### config.mk
export PLATFORM = sky130hd
export DESIGN_NAME = writeback_stage
export DESIGN_NICKNAME = d
export VERILOG_FILES = /design/src/rtl/cpu_types_pkg.sv /design/src/rtl/load_ext.sv /design/src/rtl/writeback_stage.sv
export SDC_FILE = /design/constraint.sdc
export NUM_CORES = 1
export LEC_CHECK = 0
export ABC_AREA = 1
export ABC_CLOCK_PERIOD_IN_PS = 4560
export CAP_MARGIN = 10
export CORE_ASPECT_RATIO = 0.9
export CORE_MARGIN = 3
export CORE_UTILIZATION = 30
export DETAILED_ROUTE_END_ITERATION = 16
export GPL_TIMING_DRIVEN = 0
export SETUP_SLACK_MARGIN = 0.15
export SYNTH_ARGS = -nofsm -noshare
export SYNTH_HDL_FRONTEND = slang
export SYNTH_SLANG_ARGS = --single-unit
export TNS_END_PERCENT = 10
### constraint.sdc
create_clock -name CLK -period 4.56 [get_ports CLK]
set_clock_uncertainty 0.1 [all_clocks]
set_input_delay 0.456 -clock CLK [delete_from_list [all_inputs] [get_ports CLK]]
set_output_delay 0.456 -clock CLK [all_outputs]
set_load 0.03 [all_outputs]
### src/rtl/cpu_types_pkg.sv
// ============================================================================
// cpu_types_pkg : shared datapath types for the pipelined MIPS core
// Revision 1.0 : initial release
// ============================================================================
`default_nettype none

package cpu_types_pkg;

    localparam int WORD_W = 32;
    localparam int REG_AW = 5;

    typedef logic [WORD_W-1:0] word_t;
    typedef logic [REG_AW-1:0] regbits_t;

    typedef enum logic [1:0] {
        WB_ALU  = 2'd0,
        WB_MEM  = 2'd1,
        WB_LINK = 2'd2,
        WB_RSVD = 2'd3
    } wbsrc_t;

    typedef enum logic [2:0] {
        LD_W  = 3'd0,
        LD_H  = 3'd1,
        LD_HU = 3'd2,
        LD_B  = 3'd3,
        LD_BU = 3'd4
    } ldtype_t;

endpackage

`default_nettype wire

### src/rtl/load_ext.sv
// ============================================================================
// load_ext : big-endian byte/halfword extraction and sign/zero extension
// Revision 1.0 : initial release
// ============================================================================
`default_nettype none

module load_ext
    import cpu_types_pkg::*;
#(
    parameter int WORD_W = 32
) (
    input  logic [2:0]        ldtype,
    input  logic [1:0]        offset,
    input  logic [WORD_W-1:0] raw,
    output logic [WORD_W-1:0] ext
);

    logic [7:0]  w_byte;
    logic [15:0] w_half;

    // Offset 0 addresses the most significant byte.
    always_comb begin
        w_byte = 8'd0;
        case (offset)
            2'd0: w_byte = raw[WORD_W-1  -: 8];
            2'd1: w_byte = raw[WORD_W-9  -: 8];
            2'd2: w_byte = raw[WORD_W-17 -: 8];
            default: w_byte = raw[WORD_W-25 -: 8];
        endcase
    end

    assign w_half = offset[1] ? raw[15:0] : raw[WORD_W-1 -: 16];

    always_comb begin
        ext = raw;
        case (ldtype)
            LD_B:    ext = {{(WORD_W-8){w_byte[7]}}, w_byte};
            LD_BU:   ext = {{(WORD_W-8){1'b0}}, w_byte};
            LD_H:    ext = {{(WORD_W-16){w_half[15]}}, w_half};
            LD_HU:   ext = {{(WORD_W-16){1'b0}}, w_half};
            default: ext = raw;
        endcase
    end

endmodule

`default_nettype wire

### src/rtl/writeback_stage.sv
// ============================================================================
// writeback_stage : MEM/WB latch, writeback mux, sticky halt, retire counter
// Revision 1.0 : initial release
// ============================================================================
`default_nettype none

module writeback_stage
    import cpu_types_pkg::*;
#(
    parameter int WORD_W = 32,
    parameter int REG_AW = 5,
    parameter int CNT_W  = 32
) (
    input  logic              CLK,
    input  logic              nRST,
    input  logic              stall,
    input  logic              flush,
    input  logic              mem_valid,
    input  logic              mem_regwrite,
    input  logic [REG_AW-1:0] mem_wsel,
    input  logic [1:0]        mem_wbsrc,
    input  logic [2:0]        mem_ldtype,
    input  logic [WORD_W-1:0] mem_alu,
    input  logic [WORD_W-1:0] mem_dload,
    input  logic [WORD_W-1:0] mem_pc4,
    input  logic              mem_halt,
    output logic              WEN,
    output logic [REG_AW-1:0] wsel,
    output logic [WORD_W-1:0] wdat,
    output logic              fwd_valid,
    output logic              halt,
    output logic [CNT_W-1:0]  retired
);

    logic              r_valid;
    logic              r_regwrite;
    logic [REG_AW-1:0] r_wsel;
    logic [1:0]        r_wbsrc;
    logic [2:0]        r_ldtype;
    logic [WORD_W-1:0] r_alu;
    logic [WORD_W-1:0] r_dload;
    logic [WORD_W-1:0] r_pc4;
    logic              r_halt_instr;
    logic              r_halt;
    logic [CNT_W-1:0]  r_retired;
    logic [WORD_W-1:0] w_load;

    // Stall outranks flush; only the qualifying bits are cleared on flush.
    always_ff @(posedge CLK) begin
        if (!nRST) begin
            r_valid      <= 1'b0;
            r_regwrite   <= 1'b0;
            r_wsel       <= '0;
            r_wbsrc      <= '0;
            r_ldtype     <= '0;
            r_alu        <= '0;
            r_dload      <= '0;
            r_pc4        <= '0;
            r_halt_instr <= 1'b0;
        end else if (!stall) begin
            if (flush) begin
                r_valid      <= 1'b0;
                r_regwrite   <= 1'b0;
                r_halt_instr <= 1'b0;
            end else begin
                r_valid      <= mem_valid;
                r_regwrite   <= mem_regwrite;
                r_wsel       <= mem_wsel;
                r_wbsrc      <= mem_wbsrc;
                r_ldtype     <= mem_ldtype;
                r_alu        <= mem_alu;
                r_dload      <= mem_dload;
                r_pc4        <= mem_pc4;
                r_halt_instr <= mem_halt;
            end
        end
    end

    // The halt instruction itself retires, since r_halt is still clear then.
    always_ff @(posedge CLK) begin
        if (!nRST) begin
            r_halt    <= 1'b0;
            r_retired <= '0;
        end else if (!stall) begin
            if (r_valid && !r_halt) begin
                r_retired <= r_retired + CNT_W'(1);
            end
            if (r_valid && r_halt_instr) begin
                r_halt <= 1'b1;
            end
        end
    end

    load_ext #(
        .WORD_W (WORD_W)
    ) u_load_ext (
        .ldtype (r_ldtype),
        .offset (r_alu[1:0]),
        .raw    (r_dload),
        .ext    (w_load)
    );

    always_comb begin
        wdat = '0;
        case (r_wbsrc)
            WB_ALU:  wdat = r_alu;
            WB_MEM:  wdat = w_load;
            WB_LINK: wdat = r_pc4;
            default: wdat = '0;
        endcase
    end

    assign WEN       = r_valid & r_regwrite & (r_wsel != '0) & ~r_halt;
    assign wsel      = r_wsel;
    assign fwd_valid = WEN;
    assign halt      = r_halt;
    assign retired   = r_retired;

endmodule

`default_nettype wire
==> impl_results.md <==
* Worst Hold Class: reg -> reg
* TNS Setup at 0 ps
* Post-synthesis cell type count at 35
* Post-cts resize count at 0
* Post-Syn Area per Cell at 6.56 um2
* Critical Path Max Stage Delay at 640 ps
* Post-synthesis cell count at 1067
* Max cap viols at 0
* Clk_lat worst skew at 430 ps
* Initial DRC Count at 625
* 1st-pass router iterations at 5
* WL met2 at 11900 um
* Final hold violation count at 0
* Worst path slowest cell: clkdlybuf4s50_1
* Tot Pwr at 3410 uW
* Layout cells sized above 1 at 5.85%
* Period minus WS final at 3520 ps
* H-tree depth at 4
* Initial antenna violation count at 3
* CP required at 4000 ps
* Core area at 0.0227 mm2
* Die area at 0.0252 mm2
* Area Overhead vs Synth at 40.4%
* Hold endpoint: r_halt_instr$_SDFFE_PN0N_
* Synthesized area at 0.00700 mm2
* Max clock buf depth at 2
* Max IR drop VDD at 0.271 mV
* Worst Setup Start Kind: flip-flop
* Crit path DAT at 2960 ps
* Crit path cell chain: inv_1 -> nand3_1 -> nand2_2 -> nor2_8 -> inv_4 -> buf_6 -> nand2_1 -> o21ai_0 -> nand2_1 -> clkdlybuf4s50_1
* Crit path capture type: output port
* DP HPWL at 20900 um
* Pwr Density at 347 mW/mm2
* Yosys warns at 0
* Layout Utilization at 43.3%
* Synth Register Bits at 142
* GRT Total Usage at 21.3%
* Avg WL per Cell at 17.2 um
* Hold Startpoint: r_halt_instr$_SDFFE_PN0N_
* Slew Limit Fails at 0
* First-pass GRT wire length at 41900 um
* CTS buffer count at 17
* Family with the most delay on the worst path: buffers and inverters
* CP Max Fanout at 10
* Port Buffer Count at 184
* Hold buffer count at cts at 0
* Number of cells on the worst reg-to-reg path at 8
* Clk slew on worst S/H paths at 70 ps
* Die W at 167 um
* Total number of vias at 7794
* LEAKAGE at 0.00382 uW
* Max-slew headroom at 48.0%
* RePlAce Congestion at 0.964
* Fin crit share at 77.2%
* FMAX at 0.284 GHz
* Final Hold Slack at 355 ps
* RSZ-0062 raised after global routing: false
* Final setup viols at 0
* Clk sinks at 142
* DRC at 0
* Root Buffer: clkbuf_16
* Worst slew pin tran at 780 ps
* I/O pins at 185
* Largest net degree at the start of global routing at 19
* CTS tree: built
* Status: finished clean
* Final ANT Viol Nets at 0
* Site Rows at 52
* Kind of critical path: reg -> out
* Share of the yosys chip area belonging to registers at 40.6%
* Initial Util at 30.8%
* Synthesized net count at 1181
* RR Startpoint: halt$_SDFFE_PN0P_
* Vias per cell at 4.92
* DR top layer: met5
* Die height at 151 um
* Postcts setup bufs at 0
* Reg2reg setup slack at 2630 ps
* Nets@finish at 1384
* GRT overflow at 0
* Buf/Inv on CP at 4
* CP most frequent cell: nand2_1
* Routed wire length on met3 at 1970 um
* WL final at 27200 um
* Capturing point of the worst reg2reg path: retired[30]$_SDFFE_PN0P_
* Metal-1 WL at 12800 um
* Vias in the first global route at 7387
* Worst Hold Path Cells at 2
==> placed cells by master, fill, tap and decap left out, types with 3 or more instances in the layout <==
| cell type | count |
|---|---|
| buf_2 | 14 |
| a21oi_1 | 83 |
| clkbuf_1 | 35 |
| dfxtp_1 | 142 |
| nand4_1 | 17 |
| inv_8 | 8 |
| clkinv_8 | 4 |
| clkdlybuf4s50_1 | 184 |
| nor2_2 | 3 |
| nand2_2 | 4 |
| buf_6 | 3 |
| inv_1 | 74 |
| nor3_1 | 9 |
| nand2_1 | 185 |
| inv_2 | 3 |
| clkbuf_16 | 17 |
| diode_2 | 4 |
| a22o_1 | 6 |
| nand3_4 | 3 |
| nand3_2 | 3 |
| nand3_1 | 50 |
| buf_1 | 3 |
| nor2_4 | 4 |
| o21ai_0 | 147 |
| nor2_1 | 260 |
==> cells in the mapped netlist (all sizes together) <==
cell type	number	area, um2
nor3b	1	7.51
nor2	268	1060
clkbuf	35	131
nand3b	1	7.51
inv	78	295
nand2	189	719
nand4	17	106
and2	1	6.26
a21oi	83	415
nor2b	1	6.26
buf	23	145
xor2	2	17.5
nor3	9	45.0
nand3	56	333
clkinv	1	3.75
a22o	6	52.6
o21bai	2	15.0
ha	1	12.5
and3	1	6.26
o21ai	147	736
o211ai	1	21.3
o22ai	2	12.5
dfxtp	142	2840
==> where the power goes <==
part | internal [uW] | switching [uW] | leakage, uW | total, uW
Clock | 747 | 686 | 0.000295 | 1430
Sequential | 1300 | 40.7 | 0.00117 | 1340
Combinational | 257 | 375 | 0.00236 | 632
Total | 2310 | 1100 | 0.00382 | 3410
==> worst min-delay path, stage by stage (launching register included) <==
cell	delay [ps]
dfxtp_1	310
nand2_1	50
a21oi_1	50
==> per-layer routing <==
metal  track usage [%]  vias to the layer above
met2              32.6                      278
met4              6.93                        2
li1                  -                     3878
met3              5.48                       29
met1              29.5                     3607
met5                 0                        -
==> flip-flops by register name, indices dropped and copies added (netlist names) <==
register / flops
r_valid: 1
halt: 1
r_ldtype: 3
r_halt_instr: 1
r_alu: 32
wsel: 5
r_regwrite: 1
retired: 32
r_pc4: 32
r_wbsrc: 2
r_dload: 32
==> logic make-up (layout without fill, tap and decap cells) <==
kind of cell,count (synthesis),after routing,synth area share [%]
AO/OA/AOI/OAI,241,241,17.9
XOR/XNOR,2,2,0.250
other,0,4,0
buffers and inverters,137,353,8.22
flip-flops,142,142,40.6
adder cells (fa/ha/maj),1,1,0.179
AND/OR/NAND/NOR,544,544,32.8
==> layout make-up <==
type                            count  area [um2]
Timing Repair Buffer              184        1840
Clock inverter                     15         180
Tap cell                          297         372
Multi-Input combinational cell    788        3580
Antenna cell                        4        10.0
Fill cell                        2403       12900
Sequential cell                   142        2840
Buffer                             58         277
Clock buffer                       17         425
Inverter                           79         299
==> through the flow <==
| step | cells | worst slack (ps) | area, um2 |
|---|---|---|---|
| final | 1584 | 1040 | 9830 |
| after global routing | 1582 | 877 | 9820 |
| after CTS | 1580 | 1060 | 9820 |
| after detailed placement | 1548 | 1550 | 9210 |
| after global placement | 1548 | 1560 | 9210 |
| after floorplan | 1067 | 2450 | 7000 |
==> worst max-delay path by stage <==
stage                     endpoint                startpoint  depth (start not counted)
after global placement    wdat[13]  r_ldtype[2]$_SDFFE_PN0P_                         10
after global routing      wdat[29]   r_wbsrc[1]$_SDFFE_PN0P_                          6
final                     wdat[11]  r_ldtype[2]$_SDFFE_PN0P_                         10
after CTS                 wdat[13]  r_ldtype[2]$_SDFFE_PN0P_                         10
after floorplan            wdat[7]  r_ldtype[2]$_SDFFE_PN0P_                          9
after detailed placement  wdat[13]  r_ldtype[2]$_SDFFE_PN0P_                         10
Note: power is estimated with default switching activity, not from simulation.
